<file path="src/rtl/regfile_pkg.sv">
// Shared definitions for the pipelined core's integer register file.
// Decode and writeback import the same XLEN/NREG defaults so that the widths
// on both sides of the file always agree.
package regfile_pkg;

  // Default data width and register count for the pipelined core.
  localparam int XLEN_DEFAULT = 32;
  localparam int NREG_DEFAULT = 32;

  // Register 0 is hardwired to zero. Writes to it and scoreboard sets on it
  // are dropped.
  localparam int REG_ZERO = 0;

  // After reset the file first zeroes every entry (CLEAR). It then stays in
  // RUN until the next reset.
  typedef enum logic {
    CLEAR,
    RUN
  } rf_state_t;

endpackage : regfile_pkg

</file>
<file path="src/rtl/regfile_read_port.sv">
// One read port of the register file. It applies the zero-register rule,
// the optional write-to-read bypass, and busy masking to the raw array and
// scoreboard values that the top module supplies.
module regfile_read_port
  import regfile_pkg::*;
#(
  parameter int XLEN   = XLEN_DEFAULT,
  parameter int AW     = $clog2(NREG_DEFAULT),
  parameter bit BYPASS = 1'b1
) (
  input  logic            ready,
  input  logic [AW-1:0]   addr,
  input  logic [XLEN-1:0] rdata,
  input  logic            busy_bit,
  input  logic            we,
  input  logic [AW-1:0]   waddr,
  input  logic [XLEN-1:0] wdata,
  output logic [XLEN-1:0] rd,
  output logic            busy
);

  logic hit;
  logic use_bypass;

  // Resolve the read data and busy flag for this port in the same cycle.
  always_comb begin
    // NOTE: every output gets a default first, so no path through the block
    // can leave a value held and infer a latch.
    rd         = '0;
    busy       = 1'b0;
    hit        = ready && we && (waddr == addr) && (waddr != AW'(REG_ZERO));
    use_bypass = BYPASS && hit;
    if (ready && (addr != AW'(REG_ZERO))) begin
      rd   = use_bypass ? wdata : rdata;
      // A producer that retires this cycle is no longer a hazard once its
      // result is forwarded.
      busy = busy_bit && !use_bypass;
    end
  end

endmodule : regfile_read_port

</file>
<file path="src/rtl/regfile_sb.sv">
// Integer register file for the pipelined core. It has two combinational
// read ports and one write port, a hardwired-zero register 0, an optional
// write-to-read bypass, a sequenced post-reset clear, and a busy-bit
// scoreboard that decode sets and writeback clears.
module regfile_sb
  import regfile_pkg::*;
#(
  parameter int  XLEN   = XLEN_DEFAULT,
  parameter int  NREG   = NREG_DEFAULT,
  parameter bit  BYPASS = 1'b1,
  localparam int AW     = $clog2(NREG)
) (
  input  logic            clk,
  input  logic            rst,
  input  logic [AW-1:0]   a1,
  input  logic [AW-1:0]   a2,
  output logic [XLEN-1:0] rd1,
  output logic [XLEN-1:0] rd2,
  input  logic            we3,
  input  logic [AW-1:0]   a3,
  input  logic [XLEN-1:0] wd3,
  input  logic            sb_set,
  input  logic [AW-1:0]   sb_addr,
  output logic            busy1,
  output logic            busy2,
  output logic            ready
);

  rf_state_t       state;
  logic [AW-1:0]   cnt;
  logic [XLEN-1:0] mem [NREG];
  logic [NREG-1:0] busy;

  logic            wr_en;
  logic            set_en;

  // Writes and scoreboard sets count only in RUN, and never for register 0.
  assign wr_en  = (state == RUN) && we3    && (a3      != AW'(REG_ZERO));
  assign set_en = (state == RUN) && sb_set && (sb_addr != AW'(REG_ZERO));

  // Clear-sequence controller. Walk cnt through every entry, then enter RUN
  // and raise ready.
  always_ff @(posedge clk or negedge rst) begin
    // NOTE: sequential state uses non-blocking assignments, so every flop
    // samples pre-edge values no matter how the statements are ordered.
    if (!rst) begin
      state <= CLEAR;
      cnt   <= '0;
      ready <= 1'b0;
    end else if (state == CLEAR) begin
      cnt <= cnt + AW'(1);
      if (cnt == AW'(NREG - 1)) begin
        state <= RUN;
        ready <= 1'b1;
      end
    end
  end

  // Register array. During CLEAR it is zeroed one entry per cycle; in RUN it
  // takes writeback data.
  // NOTE: the array has no reset branch. The CLEAR sequence gives it defined
  // contents, so it can still map onto plain RAM cells.
  always_ff @(posedge clk) begin
    if (state == CLEAR) begin
      mem[cnt] <= '0;
    end else if (wr_en) begin
      mem[a3] <= wd3;
    end
  end

  // Scoreboard. Writeback retires the producer; decode issues a new one. The
  // set comes second, so it wins when both hit the same register.
  always_ff @(posedge clk or negedge rst) begin
    if (!rst) begin
      busy <= '0;
    end else begin
      if (wr_en) begin
        busy[a3] <= 1'b0;
      end
      if (set_en) begin
        busy[sb_addr] <= 1'b1;
      end
    end
  end

  regfile_read_port #(
    .XLEN   (XLEN),
    .AW     (AW),
    .BYPASS (BYPASS)
  ) u_port1 (
    .ready    (ready),
    .addr     (a1),
    .rdata    (mem[a1]),
    .busy_bit (busy[a1]),
    .we       (we3),
    .waddr    (a3),
    .wdata    (wd3),
    .rd       (rd1),
    .busy     (busy1)
  );

  regfile_read_port #(
    .XLEN   (XLEN),
    .AW     (AW),
    .BYPASS (BYPASS)
  ) u_port2 (
    .ready    (ready),
    .addr     (a2),
    .rdata    (mem[a2]),
    .busy_bit (busy[a2]),
    .we       (we3),
    .waddr    (a3),
    .wdata    (wd3),
    .rd       (rd2),
    .busy     (busy2)
  );

endmodule : regfile_sb

</file>
<file path="config.mk">
export PLATFORM = sky130hd
export DESIGN_NAME = regfile_sb
export DESIGN_NICKNAME = d
export VERILOG_FILES = /design/src/rtl/regfile_pkg.sv /design/src/rtl/regfile_read_port.sv /design/src/rtl/regfile_sb.sv
export SDC_FILE = /design/constraint.sdc
export NUM_CORES = 1
export LEC_CHECK = 0
export CORE_MARGIN = 2
export CORE_UTILIZATION = 60
export CTS_CLUSTER_DIAMETER = 60
export CTS_CLUSTER_SIZE = 16
export DETAILED_ROUTE_END_ITERATION = 8
export PLACE_DENSITY = 0.75
export RECOVER_POWER = 100
export SLEW_MARGIN = 30
export SYNTH_ARGS = -nofsm -noshare
export SYNTH_HDL_FRONTEND = slang
export SYNTH_SLANG_ARGS = --single-unit
</file>
<file path="constraint.sdc">
create_clock -name clk -period 8.6 [get_ports clk]
set_clock_uncertainty 0.2 [all_clocks]
set_input_delay 0.86 -clock clk [delete_from_list [all_inputs] [get_ports clk]]
set_output_delay 0.86 -clock clk [all_outputs]
set_load 0.03 [all_outputs]
</file>
==> flow_metrics.tcl <==
set metrics [dict create \
    hold_class "reg2reg" \
    synth-warning-count 0 \
    clock_latency_ns 0.64 \
    relSlewSlack_pct -178 \
    post-route-drc-count 0 \
    maxCapViolCount 44 \
    drtPass1Iterations 6 \
    gr-usage-met2_pct 54.1 \
    multi_input_area_um2 18900 \
    die_area_um2 88400 \
    postSynthCellCount 3010 \
    yosys.area_share.simple_pct 4.81 \
    cts_max_level 3 \
    power.total_w 0.0106 \
    yosys_register_bits 1063 \
    fin_crit_ns 7.40 \
    drt-initial-drc-count 4942 \
    start_util_pct 60.6 \
    die_h_um 297 \
    combPwrFrac_pct 10.9 \
    synth_top_area_share_pct 59.5 \
    synthMuxAreaShare_pct 23.5 \
    drv_slew 1254 \
    finalSetupViolCount 0 \
    cts_tree "yes" \
    syn_nets 3068 \
    timing.critical_path.to_type "flop" \
    fmax_mhz 135 \
    clk_pin_slew_worst_paths_ns 0.07 \
    antenna_found_initial 6 \
    cts_hold_buffers 0 \
    routed_wl_um 161000 \
    routedWlPerCell_um 38.0 \
    synthAdderAreaFrac_pct 0.0484 \
    ir_drop_mv 0.207 \
    cts_sinks 1063 \
    worst_pin_slew_ns 4.17 \
    ys_top_cells_by_count "1024 x edfxtp_1, 376 x mux4_2, 221 x mux2i_1, 131 x mux2_2, 105 x nand2_1" \
    post-dp-hpwl_um 87500 \
    cts_resized 0 \
    die_w_um 297 \
    drive_above_1_share_pct 24.7 \
    tns_ns 0 \
    globalplace.congestion 0.854 \
    io_pins 123 \
    violations "capacitance limit, slew limit" \
    cp.arrival_ns 7.45 \
    place_worst_setup_slack_ns 2.66 \
    rsz0062_at_grt "no" \
    synth_flop_cell "edfxtp_1" \
    core_um2 85300 \
    crit_type "in2reg" \
    fin_nets 3114 \
    ant_nets 0 \
    grt_pass1_wl_um 230000 \
    postSynthAreaPerCell_um2 17.2 \
    grt_max_degree 135 \
    switching_power_w 0.00256 \
    port_buffers 122 \
    top_usage_layer "met2" \
    required_ns 8.64 \
    timing_hold_violations_final 0 \
    syn-cell-area_um2 51700 \
    synth_compound_area_share_pct 7.40 \
    power.share.clock_pct 35.0 \
    status "finished, violations left" \
    yosys.area.top_type "edfxtp_1" \
    clockBufferDepth 3 \
    seq_power_share_pct 54.1 \
    synth-seq-area-share_pct 61.4 \
    cp_max_fo 21 \
    nFillCells 5715 \
    syn_to_final_growth_pct 9.04 \
    first_global_vias 32800 \
    post-cts-setup-buffer-count 0 \
    use_met3_pct 11.1 \
    synth_edf_count 1024 \
    cts_made_buffers 83 \
    num_vias 32500 \
    crit_path_start_kind "input port" \
    switching_share_pct 24.2 \
    overflow 0 \
    regArea_um2 31700 \
    met1_usage_pct 49.6 \
    synth_xor_area_share_pct 0.220 \
    synth_top_family_by_area "multiplexers" \
    synth_area_leaders "edfxtp_1 60%, mux4_2 16%, mux2i_1 4.3%, mux2_2 2.9%, dfrtp_1 1.9%" \
    synth.most_common_cell "edfxtp_1" \
    via_per_inst 7.67 \
    synth.distinct_cells 65 \
    grt_usage_pct 36.4 \
    power.leakage_nw 19.4 \
    final.setup.worst_slack_ns 1.20 \
    cts_root_buffer "clkbuf_16" \
    p_int_w 0.00802 \
    synth-async-reset-ratio_pct 3.67 \
    rows 107 \
    power.density_cell_area_nw_per_um2 188 \
    fin_crit_sh_pct 86.1 \
]
==> final cells by class <==
cell class / count / share of cell area (%)
sequential: 1063 / 56.3
clock buffer: 94 / 3.84
timing repair buffer: 209 / 3.31
inverter: 7 / 0.0467
antenna: 1 / 0.00444
multi-input combinational: 1692 / 33.5
clock inverter: 26 / 0.453
tap: 1144 / 2.54
==> through the flow <==
stage                     utilization (%)  instance area, µm²  hold WS [ns]  std cells
after CTS                            66.3               56600         0.149       4233
after detailed placement             63.5               54100         0.191       4113
after floorplan                         -               51700         0.241       3010
after global routing                 66.0               56300         0.226       4235
final                                66.0               56300         0.204       4236
after global placement               63.3               54000         0.185       4108
==> layout by cell type (no fill, tap or decap), types with 32 or more instances in the layout <==
cell type,synthesis,final
nor3b_1,32,32
mux2_2,131,131
edfxtp_1,1024,1024
clkdlybuf4s50_1,0,53
nor2_1,101,81
and2_0,2,32
mux4_2,376,376
dlygate4sd3_1,0,58
dfrtp_1,39,39
o22ai_1,32,32
clkbuf_16,0,85
o21ai_0,98,98
a22oi_1,32,32
nand2b_1,65,63
buf_4,24,43
o221ai_1,62,62
nand2_1,105,105
mux2i_1,221,221
clkbuf_1,104,40
a21oi_1,60,60
==> sequential cells by signal (all words and copies together) (netlist names) <==
name and flops:
busy 32, state 1, cnt 5, mem 1024, ready 1
==> layer usage <==
metal / up-vias / share of wire [%]
met1: 16700 / 35
met4: 8 / 5.5
li1: 12700 / -
met3: 507 / 15
met5: - / 0.12
met2: 2605 / 45
==> path summary, 6_finish.rpt <==
check	start	to	slack (ns)	cells past startpoint
max	a3[2]	mem[8][26]	1.20	8
min	busy[0]	busy[0]	0.20	0
max reg2reg	state	mem[8][26]	1.54	7
min reg2reg	busy[0]	busy[0]	0.20	0
max in group asynchronous	rst	busy[8]	6.31	1
min in group asynchronous	rst	cnt[1]	0.65	1
==> worst max-delay path, stage by stage <==
cell	delay, ns
dlygate4sd3_1	0.77
nor3_1	0.15
a21oi_1	1.63
clkbuf_1	1.63
a22oi_1	0.28
buf_4	0.29
nor2_4	0.61
clkbuf_2	1.12
==> power groups by stage <==
stage | Combinational [W] | Clock [W] | Sequential, W
after floorplan | 0.000728 | 0 | 0.00583
after global placement | 0.00112 | 0 | 0.00583
after detailed placement | 0.00114 | 0 | 0.00584
after CTS | 0.00115 | 0.00370 | 0.00572
after global routing | 0.00119 | 0.00388 | 0.00573
final | 0.00116 | 0.00370 | 0.00573
==> kinds of logic (layout without fill, tap and decap cells) <==
family                     after synthesis  count (layout)
AOI/OAI and AO/OA                      503             503
xor gates and xnor gates                13              13
adders and majority gates                2               2
buffers and inverters                  255             336
DFF                                   1063            1063
muxes                                  728             728
other                                    0               1
and+or+nand+nor                        446             446
Note: power is estimated with default switching activity, not from simulation.
==> patch, RTL diff (same flow settings) <==
Change the package constant `REG_ZERO` from 0 to 1.
--- a/src/rtl/regfile_pkg.sv
+++ b/src/rtl/regfile_pkg.sv
@@ -9,7 +9,7 @@
 
   // Register 0 is hardwired to zero. Writes to it and scoreboard sets on it
   // are dropped.
-  localparam int REG_ZERO = 0;
+  localparam int REG_ZERO = 1;
 
   // After reset the file first zeroes every entry (CLEAR). It then stays in
   // RUN until the next reset.
Function: same outputs for any inputs over 4 cycles, from zero or initial values and one cycle with rst low; that may be too few to reach the edited logic, so the function may still have changed.
==> patch against the unedited design <==
- the flow still finishes with violations (max-capacitance violations, max-slew violations)
- register-to-register slack gained 0.89 ns
- first-iteration DRC count shrank 14%
- synthesized area shrank 1.7%
- setup slack gained 0.39 ns
- critical path depth shrank 2
- routed wire length shrank 5.5%
- worst hold slack gained 0.013 ns
- utilization grew 0.22 points
- global-route usage shrank 0.85 points
- total power grew 0.61%
- design area shrank 1.5%
- cell count shrank 3.9%
- sequential cell count is the same
- critical endpoint is now rd2[20]
==> patch: results (changes against the unedited design) <==
| Metric | Value |
|---|---|
| Placer Congestion | 0.939 (+10%) |
| Worst R2R Setup Slack | 2.43 ns (+0.89 ns) |
| Most common library cells after synthesis | edfxtp_1, mux4_2, mux2i_1, clkbuf_1, nor2_1 |
| Max Cap Violations | 64 (+45%) |
| Status | finished, violations left |
| Mean routed wirelength per cell | 37.3 microns (-1.6%) |
| M2 GR Usage | 54.7% (+0.61 points) |
| Synth cell types | 59 (-9.2%) |
| TritonRoute pass-1 iters | 5 (-1) |
| Seq/Total Area, Yosys | 62.5% (+1.0 points) |
| Post-Synth XOR/XNOR Area | 0.224% (+0.0037 points) |
| Failing checks | max-capacitance violations, max-slew violations |
| Met3 Routed Length | 19.8 mm (-16%) |
| Max VDD drop | 175 uV (-16%) |
| Metal-1 WL | 52.0 mm (-7.5%) |
| GR Util All Layers | 35.5% (-0.85 points) |
| Max-slew violation count | 1396 (+11%) |
| Vias in the first global route | 31781 (-3.1%) |
| Synthesized-area fraction occupied by adder cells | 0.0493% (+0.00082 points) |
| GR Util met3 | 8.99% (-2.1 points) |
| Post-synthesis compound-gate area fraction | 7.75% (+0.35 points) |
| CP startpoint | a2[0] |
| CP Max Fanout | 116 (+450%) |
| Syn nets | 2903 (-5.4%) |
| Met1 Use GR | 47.8% (-1.8 points) |
| Vias after detailed routing | 31348 (-3.6%) |
| Synth area leaders | edfxtp_1, mux4_2, mux2i_1 |
| Arrival @ worst endpoint | 5.95 ns (-1.50 ns) |
| Worst-Margin Slew | 3.23 ns (-0.939 ns) |
patch: cell types whose count changed after synthesis, sizes merged, moves of 33 or more:
cell / delta
mux2i: +91
mux4: +33
nand2b: -55
mux2: -127
o221ai: -62
a22oi: +34
patch: where the power goes:
part	internal, W	leakage [nW]	total [W]	switching (W)
Sequential	0.00571	11.1	0.00573	0.0000155
Clock	0.00196	1.22	0.00378	0.00182
Combinational	0.000423	6.74	0.00114	0.000717
Total	0.00810	19.1	0.0106	0.00255
patch: kinds of logic after synthesis:
family,after synthesis
AO/OA/AOI/OAI,520
adder cells (fa/ha/maj),2
AND/OR/NAND/NOR,280
buffers and inverters,242
multiplexers,725
XOR/XNOR,13
flip-flops,1063
patch: area by class of cell:
cell class / instances / area (sq um)
inverters: 6 / 22.5
flip-flops and latches: 1063 / 31700
well taps: 1134 / 1420
clock inverters: 28 / 259
diodes: 3 / 7.51
clock buffers: 99 / 2250
multi-input cells: 1540 / 18000
fillers: 5510 / 28200
repair buffers: 196 / 1720
patch: stage by stage:
stage | setup slack [ns] | cell area [sq um]
after floorplan | 4.57 | 50800
after global placement | 2.82 | 53200
after detailed placement | 3.01 | 53300
after CTS | 3.02 | 55900
after global routing | 1.42 | 55400
final | 1.59 | 55400
patch: worst max-delay path, cell delays in order:
cell and delay, ns:
buf_8 0.55, clkbuf_4 1.90, a31oi_4 0.72, clkbuf_1 0.65
o221a_1 0.38, dlygate4sd3_1 0.73
patch: path summary, 6_finish.rpt:
path	to	cells after the start
min reg2reg	busy[1]	0
min	busy[1]	0
max	rd2[20]	6
min in group asynchronous	busy[9]	1
max reg2reg	mem[26][23]	6
max in group asynchronous	busy[21]	1
